$ cat config.mk
export PLATFORM = sky130hd
export DESIGN_NAME = mac_result_accumulator
export DESIGN_NICKNAME = d
export VERILOG_FILES = /design/src/rtl/mac_result_accumulator.sv
export SDC_FILE = /design/constraint.sdc
export NUM_CORES = 1
export LEC_CHECK = 0
export CORE_MARGIN = 2
export CORE_UTILIZATION = 40
export DETAILED_ROUTE_END_ITERATION = 10
export GPL_ROUTABILITY_DRIVEN = 0
export RECOVER_POWER = 25
export SLEW_MARGIN = 20
export SYNTH_ARGS = -nofsm -noshare
export SYNTH_HDL_FRONTEND = slang
export SYNTH_SLANG_ARGS = --single-unit
$ cat constraint.sdc
create_clock -name clk -period 6 [get_ports clk]
set_clock_uncertainty 0.05 [all_clocks]
set_input_delay 0.6 -clock clk [delete_from_list [all_inputs] [get_ports clk]]
set_output_delay 0.6 -clock clk [all_outputs]
set_load 0.03 [all_outputs]
$ cat src/rtl/mac_result_accumulator.sv
// Frame accumulator behind the MAC tree: sums ACC_LEN accepted results and
// presents each frame total on a registered valid/ready output.
module mac_result_accumulator #(
    parameter int unsigned IN_WIDTH  = 18,
    parameter int unsigned ACC_LEN   = 4,
    parameter int unsigned CNT_WIDTH = 2,
    parameter int unsigned OUT_WIDTH = 20,
    // Reset value of frame_count; nonzero only to reach the wrap point quickly
    parameter logic [15:0] FRAME_COUNT_RESET = 16'h0000
) (
    input  logic                 clk,
    input  logic                 reset,
    input  logic                 clear,
    input  logic [IN_WIDTH-1:0]  in_data,
    input  logic                 in_valid,
    output logic                 in_ready,
    output logic [OUT_WIDTH-1:0] out_data,
    output logic                 out_valid,
    input  logic                 out_ready,
    output logic [15:0]          frame_count
);

    logic [OUT_WIDTH-1:0] acc_q, acc_d;
    logic [CNT_WIDTH-1:0] cnt_q, cnt_d;
    logic [OUT_WIDTH-1:0] out_data_q, out_data_d;
    logic                 out_valid_q, out_valid_d;
    logic [15:0]          frame_count_q, frame_count_d;

    logic                 last;
    logic                 accept;
    logic                 xfer;
    logic [OUT_WIDTH-1:0] sum;

    assign last   = (cnt_q == CNT_WIDTH'(ACC_LEN - 1));
    assign xfer   = out_valid_q && out_ready;
    // Stall only when the completing sample would overwrite an unconsumed total
    assign in_ready = !clear && !(last && out_valid_q && !out_ready);
    assign accept = in_valid && in_ready;
    assign sum    = acc_q + OUT_WIDTH'(in_data);

    always_comb begin
        acc_d         = acc_q;
        cnt_d         = cnt_q;
        out_data_d    = out_data_q;
        out_valid_d   = out_valid_q;
        frame_count_d = frame_count_q;

        if (xfer) begin
            out_valid_d = 1'b0;
        end

        if (clear) begin
            acc_d = '0;
            cnt_d = '0;
        end else if (accept) begin
            if (last) begin
                // A completing accept overrides a same-cycle transfer: no bubble
                out_data_d    = sum;
                out_valid_d   = 1'b1;
                acc_d         = '0;
                cnt_d         = '0;
                frame_count_d = frame_count_q + 16'd1;
            end else begin
                acc_d = sum;
                cnt_d = cnt_q + CNT_WIDTH'(1);
            end
        end
    end

    always_ff @(posedge clk or negedge reset) begin
        if (!reset) begin
            acc_q         <= '0;
            cnt_q         <= '0;
            out_data_q    <= '0;
            out_valid_q   <= 1'b0;
            frame_count_q <= FRAME_COUNT_RESET;
        end else begin
            acc_q         <= acc_d;
            cnt_q         <= cnt_d;
            out_data_q    <= out_data_d;
            out_valid_q   <= out_valid_d;
            frame_count_q <= frame_count_d;
        end
    end

    assign out_data    = out_data_q;
    assign out_valid   = out_valid_q;
    assign frame_count = frame_count_q;

endmodule
# ---- Word-level counts from Yosys, hierarchy flattened
# Cells that the tools add are included.
dict set report word_totals {
  wordCells 30
  in_bits 23
  output_inout_bits 38
  ff_bits 59
}
dict set report op_classes {
  eq_ne 1
  mux 10
  bitwise 1
  n_addsub 3
  n_reduce_logical 10
}
# operator n
set ops {}
lappend ops {{$mux W20} 3}
lappend ops {{$add A20 B18 Y20} 1}
lappend ops {{$add A16 B1 Y16 const B} 1}
lappend ops {{$mux W2} 3}
lappend ops {{$logic_and A1 B1 Y1} 5}
lappend ops {{$mux W1} 4}
lappend ops {{$logic_not A1 Y1} 3}
lappend ops {{$reduce_and A3 Y1} 1}
lappend ops {{$add A2 B1 Y2 const B} 1}
lappend ops {{$eq A2 B2 Y1 const B} 1}
lappend ops {{$reduce_bool A2 Y1} 1}
lappend ops {{$not A1 Y1} 1}

# ---- Logic depth before layout (Yosys ltp)
dict set report logic_depth {
  word_depth 8
  mapped_depth 9
}

# ---- Worst setup path after synthesis
# No wires, ideal clock.
dict set report synth_path {
  kind {input port to flip-flop}
  from {in in_data[0]}
  to {reg acc_q[18]}
  n_path_buf 0
  stages 9
  arrival_ns 2.428
  path_slack_ns 3.446
  required_ns 5.874
  path_cell_list {ha_1 -> inv_1 -> fa_1 -> nor2b_1 -> o2111ai_1 -> a211o_1 -> a32o_1 -> or3_1 -> o21ai_1}
}
dict set report synth_via {
  elab_chain_cells 4
}
# element line_no
set synth_lines {}
lappend synth_lines {{from (decl)} 14} ;# input logic [IN_WIDTH-1:0] in_data,
lappend synth_lines {{$add A20 B18 Y20} 39} ;# assign sum = acc_q + OUT_WIDTH'(in_data);
lappend synth_lines {{$mux W20} 56} ;# if (last) begin
lappend synth_lines {{$mux W20} 55} ;# end else if (accept) begin
lappend synth_lines {{$mux W20} 52} ;# if (clear) begin
lappend synth_lines {{to (signal assigned)} 72} ;# acc_q <= '0;
lappend synth_lines {{to (signal assigned)} 78} ;# acc_q <= acc_d;
lappend synth_lines {{to (decl)} 23} ;# logic [OUT_WIDTH-1:0] acc_q, acc_d;
# Every way passes these cells. The select of a mux whose other input is x is not followed.
# A chain may end at the register's enable or synchronous reset.

==> metrics.md <==
| Metric | Value |
|---|---|
| Ys async rst share | `100%` |
| Switch share | `33.9%` |
| Rel. slew slack | `-109%` |
| Setup total negative slack | `0 ns` |
| Max Freq | `0.312 GHz` |
| RSZ-0062 raised after global routing | `no` |
| CP endpoint kind | `asynchronous set/reset pin` |
| Clk buf depth | `2` |
| First-pass GRT wire length | `13700 µm` |
| Cts bufs inserted | `9` |
| Simple-Gate Fraction of Synth Area | `16.9%` |
| DRC | `0` |
| Netlist cell types | `51` |
| PwrDens | `316 mW/mm²` |
| Flop pwr share | `35.4%` |
| Initial Util | `41.5%` |
| CP top delay family | `buffers and inverters` |
| Ant. Diodes | `0` |
| Final Setup Violations | `0` |
| Worst Path Required | `5.71 ns` |
| Failing checks | `max-capacitance violations, max-slew violations` |
| Cell row count | `33` |
| Worst reg2reg path depth | `9` |
| Dpl hpwl | `5780 µm` |
| H-Tree Depth | `3` |
| Vias per inst | `5.52` |
| Syn_nets | `396` |
| Hold Crit Class | `reg -> reg` |
| Sink Count | `59` |
| Syn Inst Count | `352` |
| Nets | `456` |
| Post-route ant nets | `0` |
| Total GRT Usage | `19.2%` |
| Minimum clock period | `3.21 ns` |
| Largest net degree at the start of global routing | `60` |
| Net switching power figure | `0.466 mW` |
| Clock Tree Root | `clkbuf_8` |
| Non-Filler Instances | `522` |
| Cells after DPL | `506` |
| Placed cell area | `0.00413 mm²` |
| Number of max-cap violations | `1` |
| Number of antenna violations at the first check in global routing | `0` |
| Port buffer count | `60` |
| Post-CTS setup buffer count | `0` |
| P_int | `0.908 mW` |
| Status | `finished, violations left` |
| Slew @ Worst Pin | `3.14 ns` |
| Die height | `96.6 µm` |
| Post-synth EDFFs | `0` |
| Remaining Overflow, GRT | `0` |
| Clock power frac | `30.2%` |
| Critical path launch point type | `primary input` |
| Maximum vdd drop | `197 µV` |
| Fraction of the mapped netlist area in adder cells | `7.88%` |
| Largest family of logic cells by synthesized area | `compound AO/OA/AOI/OAI gates` |
| Arrival time worst endpoint | `2.91 ns` |
| RR Startpoint | `acc_q[0]` |
| Routed WL per cell | `15.7 µm` |
| # hold bufs at CTS | `0` |
| Most frequent cells in the layout | `59 x dfrtp_1, 59 x clkdlybuf4s50_1, 53 x nand2_1, 20 x xnor2_1, 20 x ha_1` |
| Yosys reg bits | `59` |
| CP cell instances | `buf_2 -> clkbuf_1` |
| Crit-path slowest cell | `clkbuf_1` |
| YS warnings | `0` |
| CTS tree | `done` |
| Vias in the first global route | `2837` |
| Design Area, Final | `0.00435 mm²` |
| Xor and xnor area share after synthesis | `6.64%` |
| Critical path depth | `2` |
| R2R Setup Slk | `3.31 ns` |
| Resized Gates After CTS | `0` |
| Syn_area_per_cell | `9.74 µm²` |
| DRT iter0 DRCs | `149` |
| Routed Wire Length | `8190 µm` |
| Compound-cell area share of the yosys netlist | `20.4%` |
| FF-to-FF End | `out_data[12]` |
| Core area | `0.00826 mm²` |
| # IOs | `61` |
| Most used DFF post-synth | `dfrtp_1` |
| Buf/Inv on CP | `2` |
| Part of the Yosys area used for sequential elements | `43.0%` |
| Fraction of synthesized area in multiplexers | `2.30%` |
| Clock transition at the registers of the reported paths | `0.07 ns` |
| Final hold vios | `0` |
| Die Footprint | `0.00933 mm²` |
| CP startpoint | `reset` |
| Insertion delay to the later sink of the worst-skew pair | `0.34 ns` |
| Critical-path maximum fanout | `59` |
| DRT Pass-1 Iters | `4` |
| Pleak | `2.04 nW` |
| WS Path Type | `in -> async` |
| Logic gate share of total power | `34.4%` |
| P&R area growth vs syn | `26.8%` |
| Die W | `96.6 µm` |
| Mapped Area | `0.00343 mm²` |
| Vias | `2880` |
| Max incr delay on CP | `2.21 ns` |
| Slew Viols, Final | `60` |
| CP Capture Point | `out_data[14]` |
| Fin crit share | `53.5%` |
| Layout cell share with drive strength beyond 1 | `8.63%` |
## state kept, by name, indices dropped and copies added (netlist names)
signal       cells
out_data        20
acc_q           20
cnt_q            2
frame_count     16
out_valid        1
## power by group through the flow
| stage | Combinational [mW] | Sequential [mW] | Clock (mW) |
|---|---|---|---|
| 2_1_floorplan | 0.253 | 0.556 | 0 |
| 5_1_grt | 0.518 | 0.494 | 0.445 |
| 3_5_place_dp | 0.468 | 0.494 | 0 |
| 4_1_cts | 0.473 | 0.487 | 0.425 |
| 6_report | 0.473 | 0.486 | 0.415 |
| 3_3_place_gp | 0.465 | 0.493 | 0 |
## Yosys cell counts, drive strengths merged, types with 2 or more instances
cell type | n | area share [%]
nor2 | 11 | 1.2
a31oi | 2 | 0.36
xnor2 | 20 | 5.1
clkbuf | 9 | 0.98
xor2 | 6 | 1.5
o211ai | 2 | 0.44
o211a | 2 | 0.58
o311a | 2 | 0.58
o21a | 3 | 0.66
or3 | 6 | 1.1
a22o | 11 | 2.8
and3 | 6 | 1.1
nand3 | 11 | 1.6
a2111oi | 3 | 0.95
dfrtp | 59 | 43
ha | 20 | 7.3
o21ai | 16 | 2.3
and2 | 5 | 0.91
nand2b | 5 | 0.91
nand4 | 9 | 1.8
a211oi | 2 | 0.44
a21o | 8 | 1.8
o2111ai | 2 | 0.51
a31o | 4 | 1.0
a21oi | 19 | 2.8
a211o | 4 | 1.0
nor2b | 3 | 0.55
o21bai | 2 | 0.44
o31ai | 5 | 1.1
buf | 6 | 0.95
inv | 9 | 0.98
nor3 | 5 | 0.73
a32o | 4 | 1.2
mux2 | 7 | 2.3
nand2 | 53 | 5.8
## layer usage
layer	track usage [%]	share of wire, %	up-vias
li1	-	-	1404
met1	26.7	48	1394
met2	29.7	46	72
met3	4.11	4.1	10
met4	7.04	1.2	0
met5	0	0	-
## per-stage QoR
stage                     total power, mW  util, %  setup slack (ns)  hold slack, ns
after CTS                            1.38     52.7              2.95           0.385
after floorplan                     0.809        -              3.45           0.254
after global placement              0.958     50.0              2.79           0.411
after global routing                 1.46     52.7              1.96           0.457
final                                1.37     52.7              2.79           0.424
after detailed placement            0.962     50.0              2.67           0.412
## cell families (layout without fill, tap and decap cells)
logic type               after synthesis  after routing
multiplexers                           7              7
AO/OA/AOI/OAI                         96             96
XOR/XNOR                              26             26
flip-flops                            59             59
buffers and inverters                 24             89
adder cells (fa/ha/maj)               21             21
AND/OR/NAND/NOR                      119            119
## final cells by class
type	instances	area, µm²
Clock buffer	12	155
Multi-Input combinational cell	269	1860
Fill cell	780	3910
Clock inverter	4	72.6
Timing Repair Buffer	64	622
Inverter	9	33.8
Tap cell	105	131
Sequential cell	59	1480
## worst reg2reg max path, cell delays in order (launching register included)
cell       delay (ns)
dfrtp_1          0.36
ha_1             0.17
inv_1            0.06
fa_1             0.42
nor2b_1          0.18
o2111ai_1        0.17
a21oi_1          0.36
o211ai_1         0.23
a2111oi_0        0.44
or3_1            0.19
## how the worst min path moves through the flow
stage | startpoint | endpoint | slack, ns | cells after the start
6_report | frame_count[15] | frame_count[15] | 0.42 | 1
3_5_place_dp | out_data[4] | out_data[4] | 0.41 | 2
4_1_cts | reset | out_data[1] | 0.39 | 2
2_1_floorplan | reset | acc_q[0] | 0.25 | 0
5_1_grt | frame_count[15] | frame_count[15] | 0.46 | 1
3_3_place_gp | out_data[4] | out_data[4] | 0.41 | 2
(Power assumes the default switching activity.)
